[src/rtl/nonce_result_arbiter.sv]
// Round-robin arbiter serialising per-core found-nonce results into the nonce_buffer write port.
// Optional NONCE_ARB_TAG_EN adds core_id_o carrying the granted core index alongside nonce_o.
module nonce_result_arbiter #(
   parameter int unsigned NUM_CORES  = 4,
   parameter int unsigned NONCE_W    = 32,
   parameter int unsigned DROP_CNT_W = 8
) (
   input  logic                           clk,
   input  logic                           rst,
   input  logic [NUM_CORES-1:0]           core_valid,
   input  logic [NUM_CORES-1:0]           core_success,
   input  logic [NUM_CORES*NONCE_W-1:0]   core_nonce,
   input  logic                           buf_full,
   output logic                           valid,
   output logic                           success,
   output logic [NONCE_W-1:0]             nonce_o,
   output logic [NUM_CORES-1:0]           pending,
   output logic [DROP_CNT_W-1:0]          drop_cnt,
   output logic                           drop_flag
`ifdef NONCE_ARB_TAG_EN
   ,
   output logic [$clog2(NUM_CORES)-1:0]   core_id_o
`endif
);

   localparam int unsigned IDX_W = $clog2(NUM_CORES);
   localparam int unsigned CNT_W = $clog2(NUM_CORES + 1);
   localparam int unsigned SUM_W = ((DROP_CNT_W > CNT_W) ? DROP_CNT_W : CNT_W) + 1;
   localparam logic [SUM_W-1:0] DROP_MAX = SUM_W'({DROP_CNT_W{1'b1}});

   logic [NONCE_W-1:0]    slot_q [NUM_CORES];
   logic [NONCE_W-1:0]    slot_d [NUM_CORES];
   logic [NUM_CORES-1:0]  pending_q, pending_d;
   logic [IDX_W-1:0]      rr_q, rr_d;
   logic                  valid_q, valid_d;
   logic                  success_q, success_d;
   logic [NONCE_W-1:0]    nonce_q, nonce_d;
   logic [DROP_CNT_W-1:0] drop_cnt_q, drop_cnt_d;
   logic                  drop_flag_q, drop_flag_d;

   logic                  gnt_vld;
   logic [IDX_W-1:0]      gnt_idx;
   logic [CNT_W-1:0]      ndrop;
   logic [SUM_W-1:0]      drop_sum;

   // First pending slot at or after the rr pointer, with wrap; suppressed while the buffer is full.
   always_comb begin
      int unsigned idx;
      gnt_vld = 1'b0;
      gnt_idx = '0;
      idx     = 0;
      for (int unsigned off = 0; off < NUM_CORES; off++) begin
         idx = (32'(rr_q) + off) % NUM_CORES;
         if (!gnt_vld && pending_q[idx]) begin
            gnt_vld = 1'b1;
            gnt_idx = IDX_W'(idx);
         end
      end
      if (buf_full) begin
         gnt_vld = 1'b0;
      end
   end

   always_comb begin
      slot_d      = slot_q;
      pending_d   = pending_q;
      rr_d        = rr_q;
      valid_d     = 1'b0;
      success_d   = 1'b0;
      nonce_d     = nonce_q;
      ndrop       = '0;
      drop_sum    = '0;
      drop_cnt_d  = drop_cnt_q;
      drop_flag_d = drop_flag_q;

      if (gnt_vld) begin
         valid_d            = 1'b1;
         success_d          = 1'b1;
         nonce_d            = slot_q[gnt_idx];
         pending_d[gnt_idx] = 1'b0;
         rr_d               = (gnt_idx == IDX_W'(NUM_CORES - 1)) ? '0 : gnt_idx + 1'b1;
      end

      // A slot being granted this cycle frees up in time to take a new capture.
      for (int unsigned i = 0; i < NUM_CORES; i++) begin
         if (core_valid[i] && core_success[i]) begin
            if (pending_q[i] && !(gnt_vld && gnt_idx == IDX_W'(i))) begin
               ndrop = ndrop + 1'b1;
            end else begin
               slot_d[i]    = core_nonce[i*NONCE_W +: NONCE_W];
               pending_d[i] = 1'b1;
            end
         end
      end

      drop_sum    = SUM_W'(drop_cnt_q) + SUM_W'(ndrop);
      drop_cnt_d  = (drop_sum > DROP_MAX) ? '1 : DROP_CNT_W'(drop_sum);
      drop_flag_d = drop_flag_q | (ndrop != '0);
   end

   always_ff @(posedge clk) begin
      if (rst) begin
         for (int unsigned i = 0; i < NUM_CORES; i++) begin
            slot_q[i] <= '0;
         end
         pending_q   <= '0;
         rr_q        <= '0;
         valid_q     <= 1'b0;
         success_q   <= 1'b0;
         nonce_q     <= '0;
         drop_cnt_q  <= '0;
         drop_flag_q <= 1'b0;
      end else begin
         slot_q      <= slot_d;
         pending_q   <= pending_d;
         rr_q        <= rr_d;
         valid_q     <= valid_d;
         success_q   <= success_d;
         nonce_q     <= nonce_d;
         drop_cnt_q  <= drop_cnt_d;
         drop_flag_q <= drop_flag_d;
      end
   end

`ifdef NONCE_ARB_TAG_EN
   logic [IDX_W-1:0] core_id_q, core_id_d;

   always_comb begin
      core_id_d = core_id_q;
      if (gnt_vld) begin
         core_id_d = gnt_idx;
      end
   end

   always_ff @(posedge clk) begin
      if (rst) begin
         core_id_q <= '0;
      end else begin
         core_id_q <= core_id_d;
      end
   end

   assign core_id_o = core_id_q;
`endif

   assign valid     = valid_q;
   assign success   = success_q;
   assign nonce_o   = nonce_q;
   assign pending   = pending_q;
   assign drop_cnt  = drop_cnt_q;
   assign drop_flag = drop_flag_q;

endmodule

[config.mk]
export PLATFORM = sky130hd
export DESIGN_NAME = nonce_result_arbiter
export DESIGN_NICKNAME = d
export VERILOG_FILES = /design/src/rtl/nonce_result_arbiter.sv
export SDC_FILE = /design/constraint.sdc
export NUM_CORES = 1
export LEC_CHECK = 0
export ABC_AREA = 1
export BUFFER_PORTS_ARGS = -buffer_cell sky130_fd_sc_hd__buf_2
export CORE_MARGIN = 10
export CORE_UTILIZATION = 39
export CTS_CLUSTER_DIAMETER = 40
export DETAILED_ROUTE_END_ITERATION = 12
export GPL_TIMING_DRIVEN = 0
export SKIP_CTS_REPAIR_TIMING = 1
export SLEW_MARGIN = 20
export SYNTH_ARGS = -nofsm -noshare
export SYNTH_HDL_FRONTEND = slang
export SYNTH_SLANG_ARGS = --single-unit
export TNS_END_PERCENT = 100
[constraint.sdc]
create_clock -name clk -period 10.17 [get_ports clk]
set_input_delay 0.5085 -clock clk [delete_from_list [all_inputs] [get_ports clk]]
set_output_delay 0.5085 -clock clk [all_outputs]
set_load 0.02 [all_outputs]
==> metrics <==
CP arrival between 5 and 6 ns; Crit Path Class reg2reg; worst vdd ir 0.000177 V; CP max-delay cell dfxtp_1; Tcrit/Tclk final 0.526; root buffer cell clkbuf_16; register bit total from synthesis 176; WL per Instance 16.3 um; Hold Crit Class in2reg; num rows 52; area growth from synthesis to layout 23.2%; Synth Net Count 1,250; # port buffers 184; Total Routing Usage GR 0.194; Worst Hold Launch core_nonce[78]; WP data required 10.54 ns; R2R setup slack 4.82 ns; leakage dissipation around 4.4 nW; share of post-route cells with drive strength above 1 0.225; Routed WL 25.9 mm; Residual DRC 0; Slew @ Worst Pin 0.757 ns; core area 0.0201 mm2; delay of the slowest critical-path stage approximately 0.45 ns; Final setup viols 0; Clock Tree Buf Depth 2; # diodes 0; combinational power share 0.502; Clk pwr share 0.218; die width between 150 and 200 um; switching power roughly 1.4 mW; clock slew at reported path FFs 0.07 ns; max_cap viols 0; Slew Limit Fails 0; DP Wirelength around 20 mm; Hold Crit Depth 3; most frequent cells in the layout nand2_1 (244), buf_2 (209), dfxtp_1 (176), a21oi_1 (141), nor2_1 (140); initial antenna violation count 0; sequential share of the synthesized area 0.444; main flop type after synthesis dfxtp_1; Slew HR 0.496; R2R Path End drop_cnt[5]$_SDFF_PP0_; CP Capture Type register; Cell Int Power 1.62 mW; Overflow after GRT 0; pin count of the biggest net entering global routing 18; Netlist cell types 32; Cells after Synth 1,102; RSZ-0062 raised after global routing no; Setup Total Neg Slack 0 ns; status complete, no violations; sequential share of power 0.280; Sw Ratio 0.464; Crit path top cell by count nand2_1; maximum fanout along the worst path 10; clock latency on the worst-skew pair 0.44 ns; Synth warnings 0; gpl congestion between 0.8 and 0.9; routed vias/inst 4.84; worst clock skew 0.00764 ns; fillcell total 2,120; Syn Std Cell Area 0.00793 mm2; commonest non-fill, non-tap cell in the layout nand2_1; P per Cell Area around 310 mW/mm2; Worst R2R Path Depth 30; Die Y 163 um; design area a little under 0.01 mm2; type of origin of the critical path register; H-tree levels 4; Starting Density 0.394; final hold violation count 0; fraction of registers with async set/reset 0; CTS tree done; routed vias around 7,700; RR Startpoint rr_q[1]$_SDFFE_PP0N_; Top Ports 186; Die ar. 0.0264 mm2; area leader, netlist dfxtp_1; CTS Sinks 176; post-route ant nets 0; nets@finish roughly 1,500; DRT iter0 DRCs 461; crit path time final about 5.3 ns; first-pass GRT wire length 40.3 mm; Synth top area share 0.444; vias in the first global route roughly 7,500; largest cells by area after synthesis dfxtp_1 (44%), nand2_1 (12%), a21oi_1 (8.9%); Pre-antenna DRT Iters 6; TritonCTS Buffers 17; post-placement cell area 0.00919 mm2; EDFF count, synth 0; Max Fclk 187 MHz; Synth Area per Inst around 7.2 um2; hold path endpoint slot_q[46]$_SDFFE_PP0P_
==> sequential cells by signal, summed over array words and instances (netlist names) <==
name	flops
slot_q	128
rr_q	2
drop_flag	1
drop_cnt	8
success	1
pending	4
nonce_o	32
==> kinds of logic (layout without fill, tap and decap cells) <==
group,Yosys count,in the layout,share of synthesized area
AOI/OAI and AO/OA,271,271,0.204
xor gates and xnor gates,5,5,0.00552
adders and majority gates,9,9,0.0151
buffers and inverters,194,410,0.104
DFF,176,176,0.444
and+or+nand+nor,447,447,0.227
==> worst max-delay path: cells and delay by family, from the launching register on <==
kind	cells	cell delay [ns]
AO/OA/AOI/OAI	5	0.79
adder cells (fa/ha/maj)	5	1.50
buffers and inverters	6	0.68
flip-flops	1	0.45
AND/OR/NAND/NOR	14	1.84
==> synth_stat cells (2+ instances only) <==
cell type  number
nand2_1       244
dfxtp_1       176
a21oi_1       141
nor2_1        140
inv_1         112
o21ai_0        68
nand3_1        43
a211oi_1       34
clkbuf_1       32
buf_2          25
a211oi_2       20
nand2_2         9
ha_1            8
inv_2           8
buf_4           6
o221ai_1        6
buf_1           5
buf_6           5
xor2_1          4
nand4_1         3
nor2_4          2
==> final cells by class <==
class / instances / area [um2] / area share
multi-input cells: 732 / 3580 / 0.366
flip-flops and latches: 176 / 3520 / 0.361
repair buffers: 184 / 921 / 0.0942
inverters: 121 / 459 / 0.0470
clock buffers: 18 / 439 / 0.0449
plain buffers: 73 / 365 / 0.0374
well taps: 270 / 338 / 0.0346
clock inverters: 14 / 145 / 0.0149
==> through the flow <==
stage	setup slack [ns]	hold WS (ns)	utilization	instances	power [mW]
after floorplan	5.54	0.436	-	1102	1.89
after global placement	4.84	0.445	0.457	1556	2.37
after detailed placement	4.83	0.448	0.457	1556	2.38
after CTS	4.80	0.308	0.486	1588	3.04
after global routing	4.26	0.313	0.486	1588	3.27
final	4.82	0.311	0.486	1588	3.02
==> power by group through the flow <==
stage               Combinational (mW)  Clock [mW]  Sequential [mW]
global route                      1.71       0.697            0.858
finish                            1.52       0.659            0.847
CTS                               1.53       0.668            0.847
global placement                  1.52           0            0.859
floorplan                        0.955           0            0.935
detailed placement                1.52           0            0.862
==> worst max-delay path by stage <==
stage	startpoint	slack (ns)	cells after the start	to
finish	rr_q[1]$_SDFFE_PP0N_	4.82	30	drop_cnt[5]$_SDFF_PP0_
global route	rr_q[1]$_SDFFE_PP0N_	4.26	32	drop_cnt[5]$_SDFF_PP0_
CTS	rr_q[1]$_SDFFE_PP0N_	4.80	30	drop_cnt[5]$_SDFF_PP0_
detailed placement	rr_q[1]$_SDFFE_PP0N_	4.83	30	drop_cnt[5]$_SDFF_PP0_
global placement	rr_q[1]$_SDFFE_PP0N_	4.84	30	drop_cnt[5]$_SDFF_PP0_
floorplan	pending[2]$_SDFF_PP0_	5.54	32	drop_cnt[5]$_SDFF_PP0_
==> routing by layer <==
metal | up-vias | part of all wire | global-route usage
met4 | 0 | 0.011 | 0.0520
li1 | 3955 | - | -
met2 | 233 | 0.47 | 0.316
met1 | 3476 | 0.44 | 0.252
met5 | - | 0 | 0
met3 | 20 | 0.077 | 0.0445
Note: power is estimated with default switching activity, not from simulation.
